--- src/rtl/rr_mux_reg_if.sv ---
// Handshake bundle between N producers, the arbitrating mux and one consumer.
// Latency: none, this is wiring only.
// Backpressure: carries in_ready per producer and out_ready from the consumer.
//   in_data/in_valid/in_ready : N producer channels, channel i at in_data[i*W +: W]
//   force_en/force_sel        : bypass arbitration and expose a single channel
//   out_data/out_sel/out_valid/out_ready : registered output to the consumer
interface rr_mux_reg_if #(
    parameter int W = 32,
    parameter int N = 4
);
    localparam int SEL_W = $clog2(N);

    logic [N*W-1:0]   in_data;
    logic [N-1:0]     in_valid;
    logic [N-1:0]     in_ready;
    logic             force_en;
    logic [SEL_W-1:0] force_sel;
    logic [W-1:0]     out_data;
    logic [SEL_W-1:0] out_sel;
    logic             out_valid;
    logic             out_ready;

    // Producer/consumer side (drives requests, consumes the output register)
    modport master (
        output in_data, in_valid, force_en, force_sel, out_ready,
        input  in_ready, out_data, out_sel, out_valid
    );

    // Mux side
    modport slave (
        input  in_data, in_valid, force_en, force_sel, out_ready,
        output in_ready, out_data, out_sel, out_valid
    );
endinterface

--- src/rtl/rr_mux_reg.sv ---
// N-channel arbitrated mux (round-robin or fixed priority, optional forced select) into a one-entry output register.
// Latency: one cycle from in_valid&in_ready to out_valid/out_data.
// Backpressure: out_valid&~out_ready drops every in_ready and holds the register; drain and refill may share a cycle.
//   clk, rst_n : clock, asynchronous active-low reset
//   bus        : rr_mux_reg_if slave (producer channels, force controls, registered output)
module rr_mux_reg #(
    parameter int W  = 32,
    parameter int N  = 4,
    parameter int RR = 1
) (
    input  logic        clk,
    input  logic        rst_n,
    rr_mux_reg_if.slave bus
);
    localparam int SEL_W = $clog2(N);

    logic [N-1:0]     elig;
    logic             found;
    logic [SEL_W-1:0] gnt_idx;
    logic [W-1:0]     gnt_dat;
    logic [N-1:0]     grant;
    logic             load;

    logic             out_valid_q, out_valid_d;
    logic [W-1:0]     out_data_q,  out_data_d;
    logic [SEL_W-1:0] out_sel_q,   out_sel_d;
    logic [SEL_W-1:0] ptr_q,       ptr_d;

    // Eligibility. A forced index that names no channel (only possible when N
    // is not a power of two) matches no k, so nothing becomes eligible.
    always_comb begin
        elig = '0;
        if (bus.force_en) begin
            for (int k = 0; k < N; k++) begin
                if (int'(bus.force_sel) == k) begin
                    elig[k] = bus.in_valid[k];
                end
            end
        end else begin
            elig = bus.in_valid;
        end
    end

    // Arbitration: scan N candidates starting at ptr (round-robin) or at 0
    // (fixed priority); the first eligible candidate wins.
    always_comb begin
        int cand;
        cand    = 0;
        found   = 1'b0;
        gnt_idx = '0;
        for (int k = 0; k < N; k++) begin
            cand = (RR != 0) ? int'(ptr_q) + k : k;
            if (cand >= N) begin
                cand = cand - N;
            end
            if (!found && elig[cand]) begin
                found   = 1'b1;
                gnt_idx = SEL_W'(cand);
            end
        end
    end

    // Winner's data and one-hot grant
    always_comb begin
        gnt_dat = '0;
        grant   = '0;
        for (int k = 0; k < N; k++) begin
            if (found && int'(gnt_idx) == k) begin
                gnt_dat  = bus.in_data[k*W +: W];
                grant[k] = 1'b1;
            end
        end
    end

    assign load = ~out_valid_q | bus.out_ready;

    // No acceptance while reset is held so nothing is lost into a flop that
    // cannot capture it.
    assign bus.in_ready = (load && rst_n) ? grant : '0;

    // Output register and pointer next-state. A grant under load is always a
    // transfer because grant implies in_valid.
    always_comb begin
        out_valid_d = out_valid_q;
        out_data_d  = out_data_q;
        out_sel_d   = out_sel_q;
        ptr_d       = ptr_q;
        if (load) begin
            out_valid_d = found;
            if (found) begin
                out_data_d = gnt_dat;
                out_sel_d  = gnt_idx;
                // Forced grants leave the rotation untouched
                if (RR != 0 && !bus.force_en) begin
                    ptr_d = (int'(gnt_idx) == N - 1) ? '0 : gnt_idx + 1'b1;
                end
            end
        end
    end

    always_ff @(posedge clk or negedge rst_n) begin
        if (!rst_n) begin
            out_valid_q <= 1'b0;
            out_data_q  <= '0;
            out_sel_q   <= '0;
            ptr_q       <= '0;
        end else begin
            out_valid_q <= out_valid_d;
            out_data_q  <= out_data_d;
            out_sel_q   <= out_sel_d;
            ptr_q       <= ptr_d;
        end
    end

    assign bus.out_valid = out_valid_q;
    assign bus.out_data  = out_data_q;
    assign bus.out_sel   = out_sel_q;
endmodule
--- src/flat_wrapper.sv ---
// flat-port wrapper written by rule: the top's interface ports become plain ports
module rr_mux_reg_flat 
#(
    parameter int W  = 32,
    parameter int N  = 4,
    parameter int RR = 1
)
  (clk, rst_n, bus_in_data, bus_in_valid, bus_force_en, bus_force_sel, bus_out_ready, bus_in_ready, bus_out_data, bus_out_sel, bus_out_valid);
  rr_mux_reg_if #(.W(W), .N(N)) bus_i ();
  input  logic clk;
  input  logic rst_n;
  input wire logic [$bits(bus_i.in_data)-1:0] bus_in_data;
  input wire logic [$bits(bus_i.in_valid)-1:0] bus_in_valid;
  input wire logic [$bits(bus_i.force_en)-1:0] bus_force_en;
  input wire logic [$bits(bus_i.force_sel)-1:0] bus_force_sel;
  input wire logic [$bits(bus_i.out_ready)-1:0] bus_out_ready;
  output wire logic [$bits(bus_i.in_ready)-1:0] bus_in_ready;
  output wire logic [$bits(bus_i.out_data)-1:0] bus_out_data;
  output wire logic [$bits(bus_i.out_sel)-1:0] bus_out_sel;
  output wire logic [$bits(bus_i.out_valid)-1:0] bus_out_valid;
  assign bus_i.in_data = bus_in_data;
  assign bus_i.in_valid = bus_in_valid;
  assign bus_i.force_en = bus_force_en;
  assign bus_i.force_sel = bus_force_sel;
  assign bus_i.out_ready = bus_out_ready;
  assign bus_in_ready = bus_i.in_ready;
  assign bus_out_data = bus_i.out_data;
  assign bus_out_sel = bus_i.out_sel;
  assign bus_out_valid = bus_i.out_valid;
  rr_mux_reg #(.W(W), .N(N), .RR(RR)) u_core (.clk(clk), .rst_n(rst_n), .bus(bus_i));
endmodule
--- config.mk ---
export PLATFORM = sky130hd
export DESIGN_NAME = rr_mux_reg_flat
export DESIGN_NICKNAME = d
export VERILOG_FILES = /design/src/rtl/rr_mux_reg_if.sv /design/src/rtl/rr_mux_reg.sv /design/src/flat_wrapper.sv
export SDC_FILE = /design/constraint.sdc
export NUM_CORES = 1
export LEC_CHECK = 0
export CORE_AREA = 4 4 97 99
export CTS_CLUSTER_SIZE = 20
export DETAILED_ROUTE_END_ITERATION = 8
export DIE_AREA = 0 0 101 103
export PLACE_DENSITY = 0.76
export SETUP_SLACK_MARGIN = 0.1
export SLEW_MARGIN = 25
export SYNTH_ARGS = -nofsm -noshare
export SYNTH_HDL_FRONTEND = slang
export SYNTH_SLANG_ARGS = --single-unit
--- constraint.sdc ---
create_clock -name clk -period 4.1 [get_ports clk]
set_clock_uncertainty 0.15 [all_clocks]
set_input_delay 0.82 -clock clk [delete_from_list [all_inputs] [get_ports clk]]
set_output_delay 0.82 -clock clk [all_outputs]
set_load 0.01 [all_outputs]
Yosys cells after proc, flatten, opt, wreduce, memory -nomap -nowiden
Cells that the tools add are included.
{"block": "op_classes", "n_addsub": 8, "n_mul": 0, "n_div": 0, "magnitude_cmp": 8, "eq_ne": 6, "shift": 0, "mux": 39, "bitwise": 3, "n_reduce_logical": 15}
{"cell": "two-way mux 32 bit", "count": 8}
{"cell": "less-than comparator 32 x 4 -> 1 bit, second input constant", "count": 4}
{"cell": ">= comparator 32 x 4 -> 1 bit, second input constant", "count": 3}
{"cell": "subtractor 32 x 4 -> 32 bit, second input constant", "count": 3}
{"cell": "two-way mux 1 bit", "count": 20}
{"cell": "two-way mux 2 bit", "count": 5}
{"cell": "binary-select mux 1 bit (select 2 bit)", "count": 4}
{"cell": "== test 2 bit, second input constant", "count": 4}
{"cell": "logical AND 1 bit", "count": 8}
{"cell": "two-way mux 4 bit", "count": 2}
{"cell": "adder 2 x 2 -> 3 bit, second input constant", "count": 2}
{"cell": "== test 2 x 1 -> 1 bit, second input constant", "count": 2}
{"cell": "zero test 2 bit", "count": 2}
{"cell": "subtractor 2 x 3 -> 4 bit, second input constant", "count": 1}
{"cell": "adder 2 x 1 -> 3 bit, second input constant", "count": 1}
{"cell": ">= comparator 2 x 3 -> 1 bit, second input constant", "count": 1}
{"cell": "zero test 1 bit", "count": 3}
{"cell": "AND reduction 3 bit", "count": 1}
{"cell": "adder 2 x 1 -> 2 bit, second input constant", "count": 1}
{"cell": "inverter 1 bit", "count": 2}
{"cell": "AND reduction 2 bit", "count": 1}
{"cell": "OR 1 bit", "count": 1}
{"block": "word_totals", "ff_bits": 37, "latch_bits": 0, "ramBits": 0, "rom_bits": 0, "inputBits": 138, "out_inout_bits": 39, "elab_cells": 83, "n_memories": 0}

Depth between registers and ports, before layout
{"block": "logic_depth", "word_depth": 22, "ltp_mapped": 15, "ltp_nobuf": 11}

Worst setup path after synthesis
No wires, ideal clock.
{"block": "synth_timing", "kind": "input-to-output", "start": "in bus_force_sel[0]", "end": "out bus_in_ready[3]", "arrival_time_ps": 3086, "required_time_ps": 3130, "path_slack_ps": 44, "path_stages": 9, "n_path_buf": 3, "cell_sequence": "buf_2 > or4b_4 > o211a_1 > a311oi_2 > and3_1 > ha_1 > clkbuf_1 > clkbuf_1 > and3_1"}
{"block": "synth_between", "elab_chain_len": 20, "elab_cells_between_ends": 39, "classes_between": "4 x eq/ne; 27 x mux; 8 x reduce/logical"}
{"element": "from (decl)", "line": "flat_wrapper.sv:15", "text": "input wire logic [$bits(bus_i.force_sel)-1:0] bus_force_sel;"}
{"element": "== test 2 bit, or another cell as far along", "line": "rr_mux_reg.sv:35", "text": "if (int'(bus.force_sel) == k) begin"}
{"element": "two-way mux 1 bit", "line": "rr_mux_reg.sv:35"}
{"element": "two-way mux 4 bit (*)", "line": "rr_mux_reg.sv:33", "text": "if (bus.force_en) begin"}
{"element": "binary-select mux 1 bit (select 2 bit)", "line": "rr_mux_reg.sv:56", "text": "if (!found && elig[cand]) begin"}
{"element": "two-way mux 1 bit (not written as such) (2 in series)", "line": "rr_mux_reg.sv:56"}
{"element": "two-way mux 1 bit", "line": "rr_mux_reg.sv:56"}
{"element": "zero test 1 bit", "line": "rr_mux_reg.sv:56"}
{"element": "logical AND 1 bit", "line": "rr_mux_reg.sv:56"}
{"element": "(+4 left out)"}
{"element": "zero test 1 bit", "line": "rr_mux_reg.sv:56"}
{"element": "logical AND 1 bit", "line": "rr_mux_reg.sv:56"}
{"element": "two-way mux 2 bit (*)", "line": "rr_mux_reg.sv:56"}
{"element": "named net u_core.gnt_idx[0]", "line": "rr_mux_reg.sv:19", "text": "logic [SEL_W-1:0] gnt_idx;"}
{"element": "== test 2 x 1 -> 1 bit (*)", "line": "rr_mux_reg.sv:68", "text": "if (found && int'(gnt_idx) == k) begin"}
{"element": "logical AND 1 bit (*)", "line": "rr_mux_reg.sv:68"}
{"element": "two-way mux 1 bit (*)", "line": "rr_mux_reg.sv:68"}
{"element": "two-way mux 4 bit (*)", "line": "rr_mux_reg.sv:79", "text": "assign bus.in_ready = (load && rst_n) ? grant : '0;"}
{"element": "to (decl)", "line": "flat_wrapper.sv:17", "text": "output wire logic [$bits(bus_i.in_ready)-1:0] bus_in_ready;"}
Mark *: on every way through the listed nets, which the timed path passes. The rest lies on a longest branch. The select of a mux whose other input is x is not followed.

Final worst setup path
Ends and elaborated chain as after synthesis.

==> summary by stage <==
Outcome
The run finished with clean final reports.

Worst setup path
In this run the critical register-to-register path is launched from u_core.ptr_q[0]. Along the worst path, the maximum fanout reaches 3. The startpoint type of the worst setup path is an input port.

The critical path capture point type is an output port. Data on the critical path is required at its endpoint by 3.13 ns. The critical path is of the in -> out type. Counting cells, the worst reg-to-reg path comes to 13. The data arrival time of the worst path is 2.95 ns. The destination of the worst register-to-register timing path is u_core.bus.out_data[30]. In this run the register-to-register setup slack is 0.47 ns.

Clocking
The maximum clock insertion buffer count is 2. The total number of H-tree levels is 2. Hold repair after CTS inserted 0 buffers.

TritonCTS created 5 clock buffers. CTS placed an instance of clkbuf_8 at the clock tree root. TritonCTS built the clock tree.

Clock latency on the worst-skew pair, taken at its later pin, is 0.28 ns. After clock tree synthesis, the clock-pin slew on the worst setup and hold paths is 0.07 ns. The sink count of the clock tree is 37.

Timing
The routed design could run at a clock period as short as 3.92 ns. Hold is met by 0.256 ns. The number of pins with negative max-slew slack in the final report is 0. Setup repair after global routing left no endpoint under its margin. Setup violations remaining at the end of the flow were counted as 0. Headroom to the max-slew limit came out at 57.6%. Across all setup checks in the final design, the least slack found is 0.184 ns. Summed over all failing endpoints, the final setup total negative slack is 0 ns. The final number of hold-violating endpoints is 0. Timing would allow up to 255 MHz. Of the available clock period, the critical path in the final layout requires 95.5%. For the pin with the worst max-slew slack, the measured transition is 0.636 ns.

Yosys
In the synthesized netlist the dominant register cell turns out to be dfrtp_1. For this run, asynchronously set or reset flops after synthesis account for 100%. The share of Yosys cell area claimed by the top area cell type is 32.8%. Sorting the synthesized cells by how often they occur yields a21oi_1 (66), nand2_1 (66), dfrtp_1 (37), o211ai_1 (34), o21a_1 (33).

The netlist uses 36 different library cells. Sequential cells were found to cover 32.8% of the synthesized design area. The netlist area before placement is 2820 µm². The mean instance size in the synthesized netlist is 8.02 µm². The count of mapped cells out of synthesis is 352. The cell type with the highest aggregate area in the netlist is dfrtp_1. The count of synthesis-stage warnings from yosys is 0. By area the synthesized netlist is led by dfrtp_1 (33%), a21oi_1 (12%), o211ai_1 (9.0%), nand2_1 (8.8%), o21a_1 (8.8%).

The number of enable-type register cells in the synthesized netlist is 0. When the netlist entered floorplanning its net count stood at 494. After synthesis the netlist holds a flip-flop and latch count of 37.

Detailed routing
The DRC violations left is 0. The routed layout has 3298 vias. The first-pass detailed-route iteration total is 4. The violation count after the first detailed-routing iteration is 70. The ratio of routed vias to standard cells is 5.21. The count of nets left with antenna violations once routing finished came out at 0.

For this block, the routed nets add up to 9660 µm of wire. The wire length per cell is 15.3 µm.

Final layout
Summing all non-filler instances in the final layout gives an area of 4880 µm². After the last flow step, the layout net total stands at 667. The utilization after layout is 57.0%. The number of antenna diodes in the final layout is 0. The relative area change from synthesis to final layout is 72.9%. The area used by multi-input combinational logic is 1780 µm². Counting the fill cells in the layout gives 769.

The post-route non-filler standard cell count is 633. The fraction of layout instances using a drive strength above 1 is 9.90%. The area taken by flip-flops and latches is 927 µm².

Power
The share of total power dissipated in sequential elements is 22.9%. The switching component of the power is 1.24 mW. The power per standard cell area is 611 nW/µm². The leakage power is 1.84 nW. The internal power contribution is 1.74 mW.

The proportion of power drawn by combinational gates is 68.6%. IR analysis of the VDD net gives a maximum drop of 0.327 mV. The design draws 2.98 mW. Of the total power, the clock network draws 8.5%. The fraction of power spent switching nets is 41.6%.

Die
For this design the top-level I/O count stands at 177. The y dimension of the die is 103 µm. The die footprint is 10400 µm². The region available for standard cell placement spans 8550 µm². Once the floorplan was initialized, standard cells occupied 33.0% of the core. The cell row count is 34. The width of the die is 101 µm.

Placed design
The global placer's final weighted congestion is 0.818. The post-detailed-placement half-perimeter wirelength is 7200 µm. The worst slack at placement is -0.379 ns. The cell area reported after detailed placement is 4720 µm². After detailed placement, the design holds a cell count of 622.

The count of port buffers added during placement is 176.

Global routing
Across every metal layer, demand over resource in global routing totals 17.7%. The initial antenna violation count is 0. For this run the aggregate overflow at the end of global routing stands at 0. The global-route wire length before repair is 14900 µm.

Entering global routing, the biggest net connects 65 pins. The number of global-route vias before repair was 3210.

Min path
The worst min-delay path class is in -> async.

Job
Across the run, the number of max-cap violations was 0.
area by class of cell:
type                    instances  area share [%]
flip-flops and latches         37            19.0
repair buffers                202            39.7
well taps                     108            2.77
inverters                       4           0.308
clock buffers                   7            1.77
multi-input cells             275            36.4
routing by layer:
metal | vias to the layer above | global-route usage, % | share of wire, %
met2 | 120 | 32.3 | 50
li1 | 1624 | - | -
met5 | - | 0 | 0
met4 | 0 | 5.52 | 2.0
met3 | 15 | 5.48 | 8.7
met1 | 1539 | 19.7 | 39
flip-flops by register name (all words and copies together), names as in the netlist:
name and flops:
u_core.bus.out_data 32, u_core.bus.out_sel 2, u_core.ptr_q 2, u_core.bus.out_valid 1
cells in the final DEF (no fill, tap or decap), types with 2 or more instances in the layout:
master / count
nand2b_1: 2
o21a_1: 33
nand2_1: 66
mux2i_1: 4
inv_1: 4
buf_2: 4
and3_1: 4
clkbuf_8: 6
buf_4: 25
nand4bb_1: 3
a21oi_1: 66
ha_2: 3
clkdlybuf4s50_1: 164
nand4b_1: 3
dfrtp_1: 36
dlygate4sd2_1: 5
o211ai_1: 34
buf_6: 2
nand3b_1: 32
nand4_1: 2
cells by family after synthesis:
logic type,Yosys count,share of synthesized area [%]
AND/OR/NAND/NOR,120,23.2
adder cells (fa/ha/maj),4,1.77
AO/OA/AOI/OAI,144,33.2
flip-flops,37,32.8
buffers and inverters,40,6.34
multiplexers,7,2.70
critical path: stages:
cell and delay, ns:
dlygate4sd2_1 0.26, or4b_4 0.55, o211a_4 0.18, a311oi_4 0.32
buf_4 0.17, and3_4 0.19, ha_2 0.17, and3_1 0.14
buf_2 0.14
power by group through the flow:
| stage | Clock, mW | Sequential (mW) | Combinational [mW] |
|---|---|---|---|
| 2_1_floorplan | 0 | 0.735 | 1.17 |
| 3_3_place_gp | 0 | 0.670 | 1.97 |
| 3_5_place_dp | 0 | 0.680 | 2.01 |
| 4_1_cts | 0.267 | 0.681 | 2.08 |
| 5_1_grt | 0.279 | 0.707 | 2.27 |
| 6_report | 0.253 | 0.681 | 2.04 |
timing repair:
action | in CTS | in global routing
buffers inserted | 4 | 0
gates cloned | 0 | 0
endpoints found under the hold margin | 0 | 0
pin swaps | 5 | 2
resized for setup | 31 | 4
setup endpoints to repair | 4 | 36
how the worst max path moves through the flow:
| stage | startpoint | end | slack [ns] | depth (start not counted) |
|---|---|---|---|---|
| global placement | bus_force_sel[0] | bus_in_ready[1] | -0.35 | 8 |
| detailed placement | bus_force_sel[0] | bus_in_ready[1] | -0.38 | 8 |
| finish | bus_force_sel[0] | bus_in_ready[3] | 0.18 | 9 |
| global route | bus_in_valid[2] | bus_in_ready[3] | 0.10 | 10 |
| floorplan | bus_force_sel[0] | bus_in_ready[3] | 0.13 | 9 |
| CTS | bus_force_sel[0] | bus_in_ready[3] | 0.19 | 9 |
No activity file was read; power rests on OpenSTA's default activity.
